<file path="src/rtl/wb_sched_if.sv">
//------------------------------------------------------------------------------
// wb_sched_if : handshake/bus bundle between the layer FSM side and wb_sched.
// Rev 1.0 - initial release. Optional perf_stall when WB_SCHED_PERF_EN is set.
//------------------------------------------------------------------------------
`default_nettype none
`timescale 1ns/1ps

interface wb_sched_if;
  logic        start;
  logic [3:0]  layer;
  logic        pe_valid;
  logic        pe_ready;
  logic        wb_en;
  logic        finish_wb;
  logic [11:0] addr_base_1;
  logic [11:0] addr_base_2;
  logic        host_req;
  logic        host_gnt;
  logic        busy;
  logic        done;
  logic        err;
`ifdef WB_SCHED_PERF_EN
  logic [15:0] perf_stall;
`endif

  modport master (
`ifdef WB_SCHED_PERF_EN
    input  perf_stall,
`endif
    output start, layer, pe_valid, host_req,
    input  pe_ready, wb_en, finish_wb, addr_base_1, addr_base_2,
    input  host_gnt, busy, done, err
  );

  modport slave (
`ifdef WB_SCHED_PERF_EN
    output perf_stall,
`endif
    input  start, layer, pe_valid, host_req,
    output pe_ready, wb_en, finish_wb, addr_base_1, addr_base_2,
    output host_gnt, busy, done, err
  );
endinterface

`default_nettype wire

</file>
<file path="src/rtl/wb_sched.sv">
//------------------------------------------------------------------------------
// wb_sched : layer sequencer for PE-group writeback, row flush, base addresses
//            and BRAM32k write-port arbitration. Macro: WB_SCHED_PERF_EN.
// Rev 1.0 - initial release.
//------------------------------------------------------------------------------
`default_nettype none
`timescale 1ns/1ps

`ifndef Layer1
`define Layer1 4'd1
`endif

module wb_sched #(
  parameter int BYTES_PER_WORD = 8,
  parameter int WORDS_PER_ROW  = 5,
  parameter int ROWS           = 28,
  parameter int BASE2          = 32
) (
  input  logic        clk,
  input  logic        rst,
  wb_sched_if.slave   bus
);

  localparam int BW = (BYTES_PER_WORD > 1) ? $clog2(BYTES_PER_WORD) : 1;
  localparam int WW = (WORDS_PER_ROW  > 1) ? $clog2(WORDS_PER_ROW)  : 1;
  localparam int RW = (ROWS           > 1) ? $clog2(ROWS)           : 1;

  typedef enum logic [2:0] {IDLE, FILL, FLUSH1, FLUSH2, DONE} state_t;

  state_t          state, state_n;
  logic [BW-1:0]   byte_cnt;
  logic [WW-1:0]   word_cnt;
  logic [RW-1:0]   row_cnt;
  logic [11:0]     base_1, base_2;
  logic            pe_ready, wb_en, finish_wb, host_gnt, busy, done, err;

  logic            go, accept, byte_last, word_last, row_last;
  logic            pe_ready_n, finish_n, busy_n, done_n, err_n, gnt_n;

  assign byte_last = (byte_cnt == BW'(BYTES_PER_WORD - 1));
  assign word_last = (word_cnt == WW'(WORDS_PER_ROW - 1));
  assign row_last  = (row_cnt  == RW'(ROWS - 1));
  assign accept    = (state == FILL) && bus.pe_valid;
  // A held host grant blocks starts entirely, so go implies no grant.
  assign go        = (state == IDLE) && bus.start && (bus.layer == `Layer1) && !host_gnt;

  always_ff @(posedge clk or negedge rst) begin
    if (!rst) state <= IDLE;
    else      state <= state_n;
  end

  always_comb begin
    state_n    = state;
    pe_ready_n = 1'b0;
    finish_n   = 1'b0;
    busy_n     = 1'b0;
    done_n     = 1'b0;
    err_n      = 1'b0;
    gnt_n      = 1'b0;
    case (state)
      IDLE:    if (go) state_n = FILL;
      FILL:    if (accept && byte_last && word_last) state_n = FLUSH1;
      FLUSH1:  state_n = FLUSH2;
      FLUSH2:  state_n = row_last ? DONE : FILL;
      DONE:    state_n = IDLE;
      default: state_n = IDLE;
    endcase
    // Outputs are registered, so they are derived from the upcoming state.
    pe_ready_n = (state_n == FILL);
    finish_n   = (state_n == FLUSH1) || (state_n == FLUSH2);
    busy_n     = (state_n == FILL) || finish_n;
    done_n     = (state_n == DONE);
    err_n      = (state == IDLE) && bus.start && !host_gnt && (bus.layer != `Layer1);
    gnt_n      = host_gnt ? bus.host_req : ((state == IDLE) && bus.host_req && !go);
  end

  always_ff @(posedge clk or negedge rst) begin
    if (!rst) begin
      pe_ready  <= 1'b0;
      wb_en     <= 1'b0;
      finish_wb <= 1'b0;
      host_gnt  <= 1'b0;
      busy      <= 1'b0;
      done      <= 1'b0;
      err       <= 1'b0;
      byte_cnt  <= '0;
      word_cnt  <= '0;
      row_cnt   <= '0;
      base_1    <= '0;
      base_2    <= 12'(BASE2);
    end else begin
      pe_ready  <= pe_ready_n;
      wb_en     <= accept;
      finish_wb <= finish_n;
      host_gnt  <= gnt_n;
      busy      <= busy_n;
      done      <= done_n;
      err       <= err_n;
      if (go) begin
        byte_cnt <= '0;
        word_cnt <= '0;
        row_cnt  <= '0;
        base_1   <= '0;
        base_2   <= 12'(BASE2);
      end else begin
        if (accept) begin
          if (byte_last) begin
            byte_cnt <= '0;
            word_cnt <= word_last ? '0 : word_cnt + WW'(1);
          end else begin
            byte_cnt <= byte_cnt + BW'(1);
          end
        end
        if (state == FLUSH2) begin
          base_1  <= base_1 + 12'(WORDS_PER_ROW);
          base_2  <= base_2 + 12'(WORDS_PER_ROW);
          row_cnt <= row_last ? '0 : row_cnt + RW'(1);
        end
      end
    end
  end

`ifdef WB_SCHED_PERF_EN
  logic [15:0] perf_cnt;

  always_ff @(posedge clk or negedge rst) begin
    if (!rst)
      perf_cnt <= '0;
    else if (go)
      perf_cnt <= '0;
    else if ((state == FILL) && !bus.pe_valid && (perf_cnt != 16'hFFFF))
      perf_cnt <= perf_cnt + 16'd1;
  end

  assign bus.perf_stall = perf_cnt;
`endif

  assign bus.pe_ready    = pe_ready;
  assign bus.wb_en       = wb_en;
  assign bus.finish_wb   = finish_wb;
  assign bus.addr_base_1 = base_1;
  assign bus.addr_base_2 = base_2;
  assign bus.host_gnt    = host_gnt;
  assign bus.busy        = busy;
  assign bus.done        = done;
  assign bus.err         = err;

endmodule

`default_nettype wire

</file>
<file path="src/flat_wrapper.sv">
// flat-port wrapper written by rule: the top's interface ports become plain ports
module wb_sched_flat 
#(
  parameter int BYTES_PER_WORD = 8,
  parameter int WORDS_PER_ROW  = 5,
  parameter int ROWS           = 28,
  parameter int BASE2          = 32
)
  (clk, rst, bus_start, bus_layer, bus_pe_valid, bus_host_req, bus_pe_ready, bus_wb_en, bus_finish_wb, bus_addr_base_1, bus_addr_base_2, bus_host_gnt, bus_busy, bus_done, bus_err);
  wb_sched_if bus_i ();
  input  logic clk;
  input  logic rst;
  input wire logic [$bits(bus_i.start)-1:0] bus_start;
  input wire logic [$bits(bus_i.layer)-1:0] bus_layer;
  input wire logic [$bits(bus_i.pe_valid)-1:0] bus_pe_valid;
  input wire logic [$bits(bus_i.host_req)-1:0] bus_host_req;
  output wire logic [$bits(bus_i.pe_ready)-1:0] bus_pe_ready;
  output wire logic [$bits(bus_i.wb_en)-1:0] bus_wb_en;
  output wire logic [$bits(bus_i.finish_wb)-1:0] bus_finish_wb;
  output wire logic [$bits(bus_i.addr_base_1)-1:0] bus_addr_base_1;
  output wire logic [$bits(bus_i.addr_base_2)-1:0] bus_addr_base_2;
  output wire logic [$bits(bus_i.host_gnt)-1:0] bus_host_gnt;
  output wire logic [$bits(bus_i.busy)-1:0] bus_busy;
  output wire logic [$bits(bus_i.done)-1:0] bus_done;
  output wire logic [$bits(bus_i.err)-1:0] bus_err;
  assign bus_i.start = bus_start;
  assign bus_i.layer = bus_layer;
  assign bus_i.pe_valid = bus_pe_valid;
  assign bus_i.host_req = bus_host_req;
  assign bus_pe_ready = bus_i.pe_ready;
  assign bus_wb_en = bus_i.wb_en;
  assign bus_finish_wb = bus_i.finish_wb;
  assign bus_addr_base_1 = bus_i.addr_base_1;
  assign bus_addr_base_2 = bus_i.addr_base_2;
  assign bus_host_gnt = bus_i.host_gnt;
  assign bus_busy = bus_i.busy;
  assign bus_done = bus_i.done;
  assign bus_err = bus_i.err;
  wb_sched #(.BYTES_PER_WORD(BYTES_PER_WORD), .WORDS_PER_ROW(WORDS_PER_ROW), .ROWS(ROWS), .BASE2(BASE2)) u_core (.clk(clk), .rst(rst), .bus(bus_i));
endmodule
</file>
<file path="config.mk">
export PLATFORM = sky130hd
export DESIGN_NAME = wb_sched_flat
export DESIGN_NICKNAME = d
export VERILOG_FILES = /design/src/rtl/wb_sched_if.sv /design/src/rtl/wb_sched.sv /design/src/flat_wrapper.sv
export SDC_FILE = /design/constraint.sdc
export NUM_CORES = 1
export LEC_CHECK = 0
export BUFFER_PORTS_ARGS = -buffer_cell sky130_fd_sc_hd__clkbuf_2
export CAP_MARGIN = 40
export CORE_UTILIZATION = 38
export CTS_CLUSTER_SIZE = 20
export DETAILED_ROUTE_END_ITERATION = 10
export PLACE_DENSITY = 0.65
export SLEW_MARGIN = 10
export SYNTH_ARGS = -nofsm -noshare
export SYNTH_HDL_FRONTEND = slang
export SYNTH_SLANG_ARGS = --single-unit
</file>
<file path="constraint.sdc">
create_clock -name clk -period 3.35 [get_ports clk]
set_input_delay 0.335 -clock clk [delete_from_list [all_inputs] [get_ports clk]]
set_output_delay 0.335 -clock clk [all_outputs]
set_load 0.02 [all_outputs]
</file>
# Word level (Yosys, flattened, before mapping)
# Cells that the tools add are included.
# word_totals
inputBits,9
word_cells,68
regBits,45
# op_classes
n_addsub,5
eq_ne,12
n_reduce_logical,19
mux,19
# ops
operator,n
2-to-1 mux 12 bit,4
2-to-1 mux 3 bit,10
adder 12 x 3 -> 12 bit (second input constant),2
2-to-1 mux 5 bit,3
== test 3 x 2 -> 1 bit (second input constant),4
case mux 3 bit (4 select lines),1
logical AND 1 bit,10
== test 3 bit (second input constant),3
adder 3 x 1 -> 3 bit (second input constant),2
== test 3 x 1 -> 1 bit (second input constant),2
nonzero test 2 bit,3
adder 5 x 1 -> 5 bit (second input constant),1
== test 5 bit (second input constant),1
== test 4 x 1 -> 1 bit (second input constant),1
!= test 4 x 1 -> 1 bit (second input constant),1
zero test 3 bit,1
zero test 1 bit,2
logical OR 1 bit,2
AND reduction 2 bit,1
2-to-1 mux 1 bit,1

# Logic depth before layout (Yosys ltp)
# depth
ltp_word,9
ltp_mapped,7
depth_no_buf,5

# Least setup slack after synthesis
# No wires, ideal clock.
# synth_timing
path_kind,register -> register
start,reg u_core.base_1[0] (netlist: u_core.bus.addr_base_1[0])
end,reg u_core.base_1[8] (netlist: u_core.bus.addr_base_1[8])
slack_ns,1.793
n_path_buf,0
setup_ns,0.119
t_arrival_ns,1.438
required_time_ns,3.231
stages_incl_launch_ff,6
period_less_slack_ns,1.557
cell_sequence,dfrtp_1 ha_1 nor2_1 or4_4 xor2_1 nor2_2
# synth_between
elab_chain_cells,3
# synth_lines
item,line,source
from (decl),wb_sched.sv:34,"logic [11:0] base_1, base_2;"
from (signal assigned),wb_sched.sv:115,base_1 <= base_1 + 12'(WORDS_PER_ROW);
adder 12 x 3 -> 12 bit,wb_sched.sv:115,
2-to-1 mux 12 bit,wb_sched.sv:114,if (state == FLUSH2) begin
2-to-1 mux 12 bit,wb_sched.sv:99,if (go) begin
# No other way between the ends. The select of a mux whose other input is x is not followed.
# A chain may end at the register's enable or synchronous reset.

# Worst setup path after layout
# layout_timing
start,reg u_core.state[0]
end,reg u_core.base_1[8] (netlist: u_core.bus.addr_base_1[8])
# layout_between
elab_chain_cells,5
word_cells_on_any_way,7
classes_between,1 x eq/ne; 1 x mux; 5 x reduce/logical
# layout_lines
item,line,source
from (decl),wb_sched.sv:30,"state_t state, state_n;"
from (signal assigned),wb_sched.sv:49,else state <= state_n;
zero test 3 bit,wb_sched.sv:45,assign go = (state == IDLE) && bus.start && (bus.layer == `Layer1) && !host_gnt;
logical AND 1 bit (3 in a row),wb_sched.sv:45,
2-to-1 mux 12 bit / nonzero test 2 bit (equally long branches),-,
# Parallel ways exist; a longest one is shown, timed or not.

==> out/qor.yml <==
power:
  leakage_power_uw: 0.00111
  max-vdd-ir-drop_mv: 0.319
  power-per-cell-area_nw_per_um2: 846
finish:
  diodes: 0
  multi_input_comb_area_um2: 1050
  non_filler_cells_final: 329
  fraction_of_final_layout_cells_with_drive_strength_greater_than_1: 0.237
  n_fill_cell: 538
  area_growth_syn_to_layout_pct: 14.4
  fin_nets: 272
  register_area_um2: 1130
floorplanning:
  pin_count: 40
  initial_core_util: 0.402
  die_area_um2: 6280
  core.rowCount: 27
  die_h_um: 79.3
  fp.dieW_um: 79.3
  core_um2: 5640
setup_path:
  depth_of_the_worst_register_to_register_path: 4
  required_ns: 3.54
  setup.reg_to_reg.worst_slack_ns: 1.61
  critPathArrivalTime_ns: 1.92
  crit_path_end_kind: "flop"
  crit_path_max_incr_delay_ns: 0.58
  timing.rr.end: "u_core.bus.addr_base_1[8]"
  critical_path.max_fanout: 26
  worstPathCellList: "nand3b_4 > or4_4 > xor2_1 > nor2_2"
  critical-path-slowest-cell: "sky130_fd_sc_hd__or4_4"
  worstReg2RegStart: "u_core.state[0]"
  critPathKind: "reg2reg"
  critPathLaunchType: "flop"
sta:
  slew-limit-headroom: 0.655
  fin_crit_sh: 0.518
  timing.final.max_slew_violations: 0
  finalWorstPathRequiredPeriod_ns: 1.74
  hold-worst-slack_ns: -0.0122
  worst-slew-pin-transition_ns: 0.517
  max_freq_mhz: 576
  final-hold-violation-count: 20
  clock_skew_ns: 0.00453
  setup_viol: 0
  rsz_0062_raised_after_global_routing: "no"
  setup_total_negative_slack_ns: 0
  post-route-worst-setup-slack_ns: 1.61
global_routing:
  first_global_vias: 1631
  initial_antenna_violation_count: 0
  grt_use_total: 0.160
  grt_max_degree: 30
  grt_overflow_total: 0
  grt_first_pass_wirelength_um: 7790
yosys:
  ys_ff_latch: 45
  ys_dominant_reg_cell: "sky130_fd_sc_hd__dfrtp_1"
  number_of_flops_mapped_to_enable_cells_by_yosys: 0
  synth_async_sr_flop_share: 1.00
  synth_cells: 218
  synth_top_area_cell: "sky130_fd_sc_hd__dfrtp_1"
  yosys.area.top_type_share: 0.485
  synth.top_cells.by_area: "sky130_fd_sc_hd__dfrtp_1, sky130_fd_sc_hd__ha_1, sky130_fd_sc_hd__a21oi_1, sky130_fd_sc_hd__nand2_1, sky130_fd_sc_hd__nor2_1"
  yosys.cell_types.count: 49
  synth_common_cells: "sky130_fd_sc_hd__dfrtp_1, sky130_fd_sc_hd__nand2_1, sky130_fd_sc_hd__nor2_1, sky130_fd_sc_hd__a21oi_1"
  post_synth.cell_area_avg_um2: 10.4
  post-synth-top-count-cell: "sky130_fd_sc_hd__dfrtp_1"
  synthesis.yosys.warnings: 0
  synth.yosys.seq_area_share: 0.497
  syn_nets: 234
  syn-cell-area_um2: 2270
drt:
  drtIter0Drc: 99
  detailroute.via_count: 1724
  ant_nets: 0
  detail_route.vias_per_cell: 5.24
  route.detailed.wl_per_inst_um: 13.4
  drc: 0
  drt-total-wl_um: 4410
  dr_pass1_iterations: 4
clock_tree:
  cts.reportedPaths.clkPinSlew_ns: 0.08
  cts_tree: "yes"
  htree_num_levels: 2
  clockBufferDepth: 2
  cts_root_buffer: "sky130_fd_sc_hd__clkbuf_8"
  cts-buffers-inserted: 5
  worstSkewPairLatency_ns: 0.30
  cts_resized: 0
  ctsHoldBuffers: 0
  clkSinkCount: 45
  postCtsSetupBuffers: 0
job:
  maxCapViolations: 0
worst_hold_path:
  hold_path_class: "in2async"
run_status:
  run_status: "finished with violations"
  violations_in_the_final_reports: "hold timing"
place:
  detailed_place_hpwl_um: 3070
  placed_cells_incl_taps: 321
  place_congestion: 0.776
  number_of_buffers_inserted_by_port_buffering: 39
  dp_worst_setup_slack_ns: 1.59
[critical path: cells and delay by family, from the launching register on]
kind | cells | cell delay, ns
AND/OR/NAND/NOR | 3 | 0.90
flip-flops | 1 | 0.54
XOR/XNOR | 1 | 0.18
[final cells by class]
type / count / share of cell area
Tap cell: 72 / 0.0347
Clock buffer: 7 / 0.0371
Timing Repair Buffer: 41 / 0.0810
Sequential cell: 45 / 0.434
Multi-Input combinational cell: 158 / 0.404
Clock inverter: 1 / 0.00193
Inverter: 5 / 0.00723
[through the flow]
step	hold slack (ns)	total power, µW	cell area, µm²	utilization
after floorplan	0.0394	1580	2270	-
after global placement	0.340	1810	2490	0.442
after detailed placement	0.338	1850	2490	0.442
after CTS	0.00539	2220	2590	0.460
after global routing	0.0292	2370	2590	0.460
final	-0.0122	2200	2590	0.460
[power by group]
group | internal [µW] | switching, µW
clock network | 187 | 187
registers | 745 | 220
logic | 347 | 510
[routing by layer]
layer,track usage,up-vias,wire [µm]
li1,-,857,-
met1,0.204,835,2070
met2,0.263,27,2100
met3,0.0368,5,153
met4,0.0618,0,80
met5,0,-,0
[placed cells by master, fill, tap and decap left out, drive strengths merged, types with 2 or more instances in the layout]
cell type / n
nor4: 3
nand2: 22
xor2: 7
xnor2: 8
or3: 5
and3: 2
o211ai: 4
buf: 2
nand3b: 5
ha: 7
o31ai: 4
o2bb2ai: 2
and4: 2
nand3: 5
nor3: 6
o2111ai: 2
nand4: 5
dfrtp: 44
inv: 5
a31o: 2
clkbuf: 46
or4: 2
o21ai: 9
nor2: 21
a21oi: 17
and4b: 2
nor2b: 4
[cells by family after synthesis]
logic type | count (synthesis) | share of synthesized area
fa+ha+maj | 7 | 0.0386
simple gates | 90 | 0.228
buf+inv | 15 | 0.0414
xor+xnor | 15 | 0.0579
mux | 1 | 0.00441
compound gates | 45 | 0.132
flops | 45 | 0.497
[registers in the layout (all words and copies together) (netlist names), 3 cells and up]
name                    count
u_core.bus.addr_base_2     12
u_core.byte_cnt             3
u_core.state                3
u_core.bus.addr_base_1     12
u_core.word_cnt             3
u_core.row_cnt              5
[how the worst max path moves through the flow]
stage / startpoint / to / slack, ns / cells past startpoint
floorplan: u_core.bus.addr_base_1[0] / u_core.bus.addr_base_1[8] / 1.79 / 5
global route: u_core.state[1] / u_core.bus.addr_base_1[10] / 1.47 / 4
detailed placement: bus_layer[1] / u_core.word_cnt[0] / 1.59 / 6
global placement: bus_layer[1] / u_core.word_cnt[0] / 1.64 / 6
finish: u_core.state[0] / u_core.bus.addr_base_1[8] / 1.61 / 4
CTS: u_core.state[0] / u_core.bus.addr_base_1[8] / 1.61 / 4
Note: power is estimated with default switching activity, not from simulation.
